File: config.mk
export PLATFORM = sky130hd
export DESIGN_NAME = mem_arbiter
export DESIGN_NICKNAME = d
export VERILOG_FILES = /design/src/rtl/mem_arbiter.sv
export SDC_FILE = /design/constraint.sdc
export NUM_CORES = 1
export LEC_CHECK = 0
export ABC_CLOCK_PERIOD_IN_PS = 2000
export CORE_MARGIN = 1
export CORE_UTILIZATION = 34
export DETAILED_ROUTE_END_ITERATION = 10
export GPL_ROUTABILITY_DRIVEN = 0
export HOLD_SLACK_MARGIN = 0.02
export PLACE_DENSITY = 0.89
export SLEW_MARGIN = 20
export SYNTH_ARGS = -nofsm -noshare
export SYNTH_HDL_FRONTEND = slang
export SYNTH_SLANG_ARGS = --single-unit
export TNS_END_PERCENT = 20
File: constraint.sdc
create_clock -name ph2 -period 2 [get_ports ph2]
set_clock_uncertainty 0.15 [all_clocks]
set_input_delay 0.3 -clock ph2 [delete_from_list [all_inputs] [get_ports ph2]]
set_output_delay 0.3 -clock ph2 [all_outputs]
set_load 0.01 [all_outputs]
File: src/rtl/mem_arbiter.sv
// Shared-memory arbiter between a 6502-style CPU and a debug/loader port.
// Debug has priority but yields one CPU cycle after MAX_HOLD consecutive grants.
module mem_arbiter #(
    parameter int          MAX_HOLD = 4,
    parameter logic [15:0] ROM_BASE = 16'hF000
) (
    input  logic        ph2,
    input  logic        reset,
    input  logic        cpu_en,
    input  logic [15:0] cpu_addr,
    input  logic [7:0]  cpu_wdata,
    input  logic        cpu_we,
    output logic        cpu_rdy,
    output logic [7:0]  cpu_rdata,
    input  logic        dbg_req,
    input  logic [15:0] dbg_addr,
    input  logic [7:0]  dbg_wdata,
    input  logic        dbg_we,
    input  logic        dbg_halt,
    output logic        dbg_ack,
    output logic        dbg_rvalid,
    output logic [7:0]  dbg_rdata,
    output logic [15:0] mem_addr,
    output logic [7:0]  mem_wdata,
    output logic        mem_we,
    input  logic [7:0]  mem_rdata,
    output logic        rom_viol,
    output logic [15:0] stall_cnt
);

    localparam int            HW       = (MAX_HOLD < 1) ? 1 : $clog2(MAX_HOLD + 1);
    localparam logic [HW-1:0] HOLD_MAX = HW'(MAX_HOLD);

    logic [HW-1:0] hold_cnt_r;
    logic [HW-1:0] hold_cnt_nx_s;
    logic          hold_ok_s;
    logic          dbg_gnt_s;
    logic          cpu_rom_wr_s;
    logic          rom_viol_r;
    logic          dbg_rvalid_r;
    logic [15:0]   stall_cnt_r;

    // Grant decision and shared-port steering.
    always_comb begin
        hold_ok_s    = (hold_cnt_r < HOLD_MAX);
        dbg_gnt_s    = ~reset & dbg_req & (dbg_halt | ~cpu_en | hold_ok_s);
        cpu_rom_wr_s = ~dbg_gnt_s & cpu_en & cpu_we & (cpu_addr >= ROM_BASE);
        cpu_rdy      = ~reset & ~dbg_gnt_s & ~dbg_halt;
        dbg_ack      = dbg_gnt_s;
        if (dbg_gnt_s) begin
            mem_addr  = dbg_addr;
            mem_wdata = dbg_wdata;
        end else begin
            mem_addr  = cpu_addr;
            mem_wdata = cpu_wdata;
        end
        // The loader may write ROM; the CPU may not.
        if (reset) begin
            mem_we = 1'b0;
        end else if (dbg_gnt_s) begin
            mem_we = dbg_we;
        end else begin
            mem_we = cpu_en & cpu_we & (cpu_addr < ROM_BASE);
        end
    end

    // Consecutive debug grants against a waiting CPU; halted cycles leave it unchanged.
    always_comb begin
        hold_cnt_nx_s = hold_cnt_r;
        if (dbg_gnt_s & cpu_en & ~dbg_halt) begin
            if (hold_ok_s) begin
                hold_cnt_nx_s = hold_cnt_r + HW'(1);
            end else begin
                hold_cnt_nx_s = hold_cnt_r;
            end
        end else if (~dbg_gnt_s | ~cpu_en) begin
            hold_cnt_nx_s = '0;
        end else begin
            hold_cnt_nx_s = hold_cnt_r;
        end
    end

    // State registers: fairness counter, read-valid, sticky ROM flag, stall counter.
    always_ff @(posedge ph2) begin
        if (reset) begin
            hold_cnt_r   <= '0;
            dbg_rvalid_r <= 1'b0;
            rom_viol_r   <= 1'b0;
            stall_cnt_r  <= 16'd0;
        end else begin
            hold_cnt_r   <= hold_cnt_nx_s;
            dbg_rvalid_r <= dbg_gnt_s & ~dbg_we;
            rom_viol_r   <= rom_viol_r | cpu_rom_wr_s;
            if (cpu_en & ~cpu_rdy & (stall_cnt_r != 16'hFFFF)) begin
                stall_cnt_r <= stall_cnt_r + 16'd1;
            end else begin
                stall_cnt_r <= stall_cnt_r;
            end
        end
    end

    assign dbg_rvalid = dbg_rvalid_r;
    assign dbg_rdata  = mem_rdata;
    assign cpu_rdata  = mem_rdata;
    assign rom_viol   = rom_viol_r;
    assign stall_cnt  = stall_cnt_r;

endmodule

======== After elaboration in Yosys (flattened, before gate mapping) ========
Index checks and enable logic that the tools add are counted.
word-level totals
  bits in registers ....................... 21
  bits of input ports ..................... 63
  output and inout port bits .............. 61
cells by class
  reductions and logical operators ........ 2
  bitwise operators ....................... 24
  muxes and demuxes ....................... 7
  add/subtract/negate cells ............... 2
  $lt $le $gt $ge ......................... 3
  eq/ne operators ......................... 2
operators with widths
  cell                                                       number
  adder 16 x 1 -> 16 bit, second input constant              1
  greater-or-equal comparator 16 bit, second input constant  1
  less-than comparator 16 bit, second input constant         1
  two-way mux 16 bit                                         1
  != test 16 bit, second input constant                      1
  bitwise AND 1 bit                                          14
  two-way mux 3 bit                                          3
  two-way mux 8 bit                                          1
  inverter 1 bit                                             6
  bitwise OR 1 bit                                           4
  adder 3 x 1 -> 3 bit, second input constant                1
  less-than comparator 3 bit, second input constant          1
  two-way mux 1 bit                                          2
  != test 2 bit, second input constant                       1
  AND reduction 2 bit                                        1
  nonzero test 2 bit                                         1

======== Depth between registers and ports, before layout ========
Gate-level depths: netlist of the first run.
  depth after elaboration ................. 10
  mapped depth ............................ 7
  depth with buffers taken out ............ 5

======== Least setup slack after synthesis of the first run ========
Ideal clock, no wire load.
  path type ............................... input port to output port
  from .................................... input port cpu_en
  to ...................................... output port mem_we
  data arrival time ....................... 1316 ps
  path slack .............................. 234 ps
  stages on the path ...................... 7
  required time ........................... 1550 ps
  buffers on the path ..................... 2
  cell sequence ........................... buf_4 -> nand3b_1 -> nand3_1 -> inv_1 -> buf_2 -> nand2_1 -> a21oi_1
on the way
  longest elaborated chain between the ends .. 6
ends and longest elaborated chain
  what                           RTL line  text
  start: declaration             9         input logic cpu_en,
  inverter 1 bit                 46        dbg_gnt_s = ~reset & dbg_req & (dbg_halt | ~cpu_en | hold_ok_s);
  bitwise OR 1 bit (2 in a row)  46
  bitwise AND 1 bit              46
  two-way mux 1 bit (*)          60        end else if (dbg_gnt_s) begin
  two-way mux 1 bit (*)          58        if (reset) begin
  end: declaration               25        output logic mem_we,
Every way passes the cells marked *; elsewhere a longest branch is shown, timed or not.

======== Worst setup path after layout of the first run ========
  from .................................... input port dbg_halt
  to ...................................... output port mem_addr[0]
on the way
  longest elaborated chain between the ends .. 4
ends and longest elaborated chain
  what                           RTL line  text
  start: declaration             19        input logic dbg_halt,
  bitwise OR 1 bit (2 in a row)  46
  bitwise AND 1 bit              46
  two-way mux 16 bit             50        if (dbg_gnt_s) begin
  end: declaration               23        output logic [15:0] mem_addr,
Every way passes these cells.

==> results.toml, run 1 <==
[run_status]
outcome = "finished clean"

[clocking]
clkSinkCount = 21
root_buffer = "clkbuf_8"
clock_path_buffers = 2
cts_tree = "built"
path_clk_slew_ns = 0.07
cts-buffers-inserted = 3
clock_latency_ns = 0.26
h-tree-depth = 1

[synthesis]
synth_top_area_cell = "dfxtp_1"
synth_warnings = 0
synth_area_um2 = 1590
syn_inst = 223
async_flop_share_pct = 0
synth_fp_nets = 288
synth_flop_cell = "dfxtp_1"
synth_top_area_share_pct = 26.4
ys_seq_elements = 21
synth.avg_cell_area_um2 = 7.14
ys_types = 49
synth_area_leaders = "dfxtp_1 26%, nand2_1 19%, buf_4 8.0%"
synth-seq-area-share_pct = 26.4
synth_edf_count = 0

[floorplan]
rows = 24
pin_count = 124
core_area_um2 = 4410
fp.dieW_um = 70.4
start_util_pct = 36.1
die-area_um2 = 4960
die_y_um = 70.4

[hold_path]
min-delay-start = "rom_viol"
min_path_cells = 2
hold_path.class = "flip-flop to flip-flop"
whs_endpoint = "rom_viol"

[timing]
fmax_mhz = 530
layout_setup_ws_ns = 0.114
rsz0062_at_grt = "no"
hold_ws_ns = 0.352
relSlewSlack_pct = 66.8
period_minus_slack_ns = 1.89
tightest_slew_ns = 0.495
hold_violations = 0
min_period_over_period_pct = 94.3
maxSlewViolCount = 0
setup_viol = 0

[critical_path]
startpoint_type = "primary input"
worstReg2RegStart = "stall_cnt[4]"
max_stage_delay_ns = 0.25
crit_top_cell = "nand2_1"
cpLargestDelayFamily = "buffers and inverters"
reg2reg_slack_ns = 0.17
crit_fanout = 12
critPathCaptureType = "output pin"
critical_path_class = "primary input to output pin"
crit_chain = "dlygate4sd2_1, nand3b_1, nand3_2, buf_6, buf_12, nand2_1, nand2_1, clkdlybuf4s15_2"
r2r_end = "stall_cnt[0]"
reg2regPathDepth = 4
path_buf_inv = 4
worstPathRequired_ns = 1.55
slowest_stage = "dlygate4sd2_1"
arrival_ns = 1.44

[routing]
postRouteAntennaNets = 0
drtPass1Iterations = 4
wl_per_cell_um = 13.3
drtIter0Drc = 97
vias = 1914
drc = 0
wl_mm = 5.01
via_per_inst = 5.06

[placement]
port_buffers = 99
dp_hpwl_mm = 4.03
placed_area_um2 = 2690
place_inst = 373
place_ws_ns = -0.459

[global_route]
grt_pass1_wl_mm = 8.11
grt_max_degree = 20
antenna_found_initial = 0
grt_remaining_overflow = 0
grt_pass1_vias = 1842
grtUsageTotal_pct = 19.8

[pwr]
leakagePower_nw = 1.18
vdd_ir_drop_max_uv = 224
p_per_area_nw_per_um2 = 380

[layout]
finalInstanceArea_um2 = 2760
drive_gt1_share_pct = 19.0
stdcell_count = 378
antennaDiodeCount = 0
syn_to_final_growth_pct = 73.2
fin_nets = 392
fill_cells = 370

[flow_run]
cap_viol_max_count = 0
## layout by cell type, fill, tap and decap left out, drive strengths merged, types with 6 or more instances in the layout
cell type,instances
a21oi,6
nand3,6
o21ai,6
nor2,15
buf,26
dfxtp,21
nand4,8
dlygate4sd2,7
clkdlybuf4s50,68
inv,6
clkdlybuf4s15,23
nand2,79
## registers in the layout, indices dropped and copies added (netlist names)
signal	flops
rom_viol	1
dbg_rvalid	1
stall_cnt	16
hold_cnt_r	3
## cell type report
class,count,area [um2],area share [%]
clock buffer,4,45.0,1.63
inverter,6,22.5,0.816
multi-input combinational,171,977,35.4
sequential,21,420,15.2
tap,52,65.1,2.36
timing repair buffer,124,1230,44.5
## worst max-delay path by stage
stage / cells past startpoint / end / start
after floorplan: 7 / mem_we / cpu_en
after global placement: 8 / mem_addr[8] / dbg_halt
after detailed placement: 8 / mem_addr[10] / dbg_halt
after CTS: 8 / mem_addr[12] / dbg_halt
after global routing: 4 / stall_cnt[6] / stall_cnt[4]
final: 8 / mem_addr[0] / dbg_halt
## worst min-delay path, delay by kind of cell (launching register included)
kind / cells / cell delay [ns]
AOI/OAI and AO/OA: 1 / 0.05
DFF: 1 / 0.34
and+or+nand+nor: 1 / 0.08
## metal layers
metal	GRT usage [%]	routed length, um
met5	0	0
met4	6.44	42
met3	1.59	203
met2	34.4	2490
met1	25.6	2270
## kinds of logic (layout without fill, tap and decap cells)
| kind of cell | count (synthesis) | in the layout | synth area share (%) |
|---|---|---|---|
| and+or+nand+nor | 131 | 131 | 40.5 |
| adders and majority gates | 2 | 2 | 1.57 |
| AOI/OAI and AO/OA | 33 | 33 | 15.3 |
| buffers and inverters | 31 | 134 | 12.6 |
| DFF | 21 | 21 | 26.4 |
| muxes | 5 | 5 | 3.61 |
## where the power goes
group | internal, mW | switching, mW
clock | 0.142 | 0.130
sequential | 0.424 | 0.00547
combinational | 0.210 | 0.137
total | 0.776 | 0.273
## Yosys cell counts, drive strengths merged, types with 2 or more instances
master   n
or4      3
inv      6
and4     2
a211oi   3
nand4    8
nand2   79
o21ai    6
o311ai   2
a21oi    6
nor3     4
nor4     3
mux2     3
buf     20
nor2    15
ha       2
clkbuf   5
o41ai    2
nand3    6
dfxtp   21
a31oi    4
mux2i    2
o31ai    2
nor2b    4
## repair_timing
item                       in CTS  in global routing
buffers inserted                1                  0
gates resized for setup        75                  0
setup endpoints to repair      34                  0
hold buffers                    0                  0
## through the flow
stage / TNS (ns) / total power [mW] / utilization (%)
after floorplan: 0 / 0.584 / -
after global placement: -14.13 / 0.795 / 60.9
after detailed placement: -14.72 / 0.801 / 60.9
after CTS: 0 / 1.06 / 62.5
after global routing: 0 / 1.10 / 62.5
final: 0 / 1.05 / 62.5
No activity file was read; power rests on OpenSTA's default activity.
==> run 2, diff against run 1 <==
ABC_CLOCK_PERIOD_IN_PS = default   (was 2000)
==> results of run 2 <==
Same layout as run 1: the final DEF is identical, and so are final timing and power.
==> run 3, diff against run 2 <==
CORE_UTILIZATION = 36   (was 34)
PLACE_DENSITY = 0.93   (was 0.89)
clock period = 2.3 ns   (was 2 ns; I/O delays follow)
==> results.toml, run 3 (synthesis results as in run 1) <==
[run_status]
outcome = "finished clean"

[critical_path]
critical_path_class = "primary input to output pin"
cpLargestDelayFamily = "buffers and inverters"
slowest_stage = "clkdlybuf4s50_1"
crit_fanout = 9
startpoint_type = "primary input"
worstPathRequired_ns = 1.80
crit_chain = "clkdlybuf4s50_1, inv_1, nand3_2, inv_2, buf_6, nand2_1, nand2_1, dlygate4sd2_1"
critPathCaptureType = "output pin"
path_buf_inv = 5
crit_top_cell = "nand2_1"
arrival_ns = 1.69
max_stage_delay_ns = 0.43

[timing]
min_period_over_period_pct = 94.8
hold_ws_ns = 0.344
relSlewSlack_pct = 56.5
layout_setup_ws_ns = 0.120
rsz0062_at_grt = "no"
maxSlewViolCount = 0
period_minus_slack_ns = 2.18
fin_setup_tns_ns = 0
fmax_mhz = 459
hold_violations = 0
tightest_slew_ns = 0.646
setup_viol = 0

[clocking]
hold_buffers = 0
post_cts_buffers = 0
h-tree-depth = 1
clock_latency_ns = 0.26
root_buffer = "clkbuf_8"
cts-buffers-inserted = 3
cts_tree = "built"
path_clk_slew_ns = 0.07
clkSinkCount = 21
clock_path_buffers = 2

[placement]
placed_area_um2 = 2640
place_ws_ns = -0.336
dp_hpwl_mm = 4.25
port_buffers = 99
place_inst = 366

[global_route]
grt_pass1_wl_mm = 8.85
grt_pass1_vias = 1945
grt_max_degree = 22
grtUsageTotal_pct = 25.1
grt_remaining_overflow = 0
antenna_found_initial = 0

[floorplan]
start_util_pct = 38.7
die-area_um2 = 4690
die_y_um = 68.5
pin_count = 124
fp.dieW_um = 68.5
rows = 23
core_area_um2 = 4120

[layout]
final_util_pct = 64.9
finalInstanceArea_um2 = 2670
layout_common_cells = "79 x nand2_1, 70 x clkdlybuf4s50_1, 22 x dlygate4sd2_1"
antennaDiodeCount = 0
stdcell_count = 371
fin_nets = 387
syn_to_final_growth_pct = 67.8
final_common_cell = "nand2_1"
fill_cells = 335
drive_gt1_share_pct = 14.6
multi_input_area_um2 = 977
largest_reg_flops = 16
seqCellArea_um2 = 420

[flow_run]
cap_viol_max_count = 0

[pwr]
vdd_ir_drop_max_uv = 193
leakagePower_nw = 1.19
power.total_uw = 910
p_per_area_nw_per_um2 = 341

[routing]
drc = 0
wl_per_cell_um = 15.2
wl_mm = 5.63
via_per_inst = 5.28
postRouteAntennaNets = 0
drtIter0Drc = 136
drtPass1Iterations = 4
vias = 1960

[hold_path]
hold_path.class = "flip-flop to flip-flop"
run 3: cell types whose count changed in the layout (fill, tap and decap cells not counted), sizes merged:
cell | before | now
clkbuf | 4 | 5
buf | 26 | 21
clkdlybuf4s50 | 68 | 70
clkdlybuf4s15 | 23 | 2
dlygate4sd2 | 7 | 22
clkinv | 0 | 1
dlymetal6s2s | 0 | 2
run 3: layout make-up:
type / count / share of cell area [%]
repair buffers: 119 / 42.8
clock buffers: 3 / 1.54
inverters: 6 / 0.843
flip-flops and latches: 21 / 15.7
well taps: 50 / 2.34
clock inverters: 1 / 0.187
multi-input cells: 171 / 36.6
run 3: routing by layer:
metal | GRT usage [%] | wire length (um) | vias up
li1 | - | - | 951
met1 | 29.3 | 2290 | 927
met2 | 44.4 | 2930 | 72
met3 | 5.43 | 309 | 10
met4 | 9.38 | 89 | 0
met5 | 0 | 0 | -
run 3: worst min-delay path, cell delays in order, from the launching register on:
cell and delay (ns):
dfxtp_1 0.34, a21oi_1 0.05, nor2_1 0.07
run 3: final timing paths:
path,start,slack (ns),to,depth (start not counted)
worst min-delay path,rom_viol,0.34,rom_viol,2
worst max register to register,stall_cnt[4],0.33,stall_cnt[6],4
worst min register to register,rom_viol,0.34,rom_viol,2
worst max-delay path,reset,0.12,mem_wdata[5],8
run 3: report_power, final:
group	internal (mW)	switching (mW)	leakage [nW]	total [mW]
combinational	0.171	0.121	0.994	0.292
clock	0.121	0.124	0.0255	0.245
sequential	0.368	0.00489	0.170	0.373
total	0.660	0.250	1.19	0.910
run 3: what timing repair did:
action	4_1_cts	5_1_grt
pin swaps	1	1
endpoints found under the setup margin	27	22
cloned	1	0
resized for setup	36	9
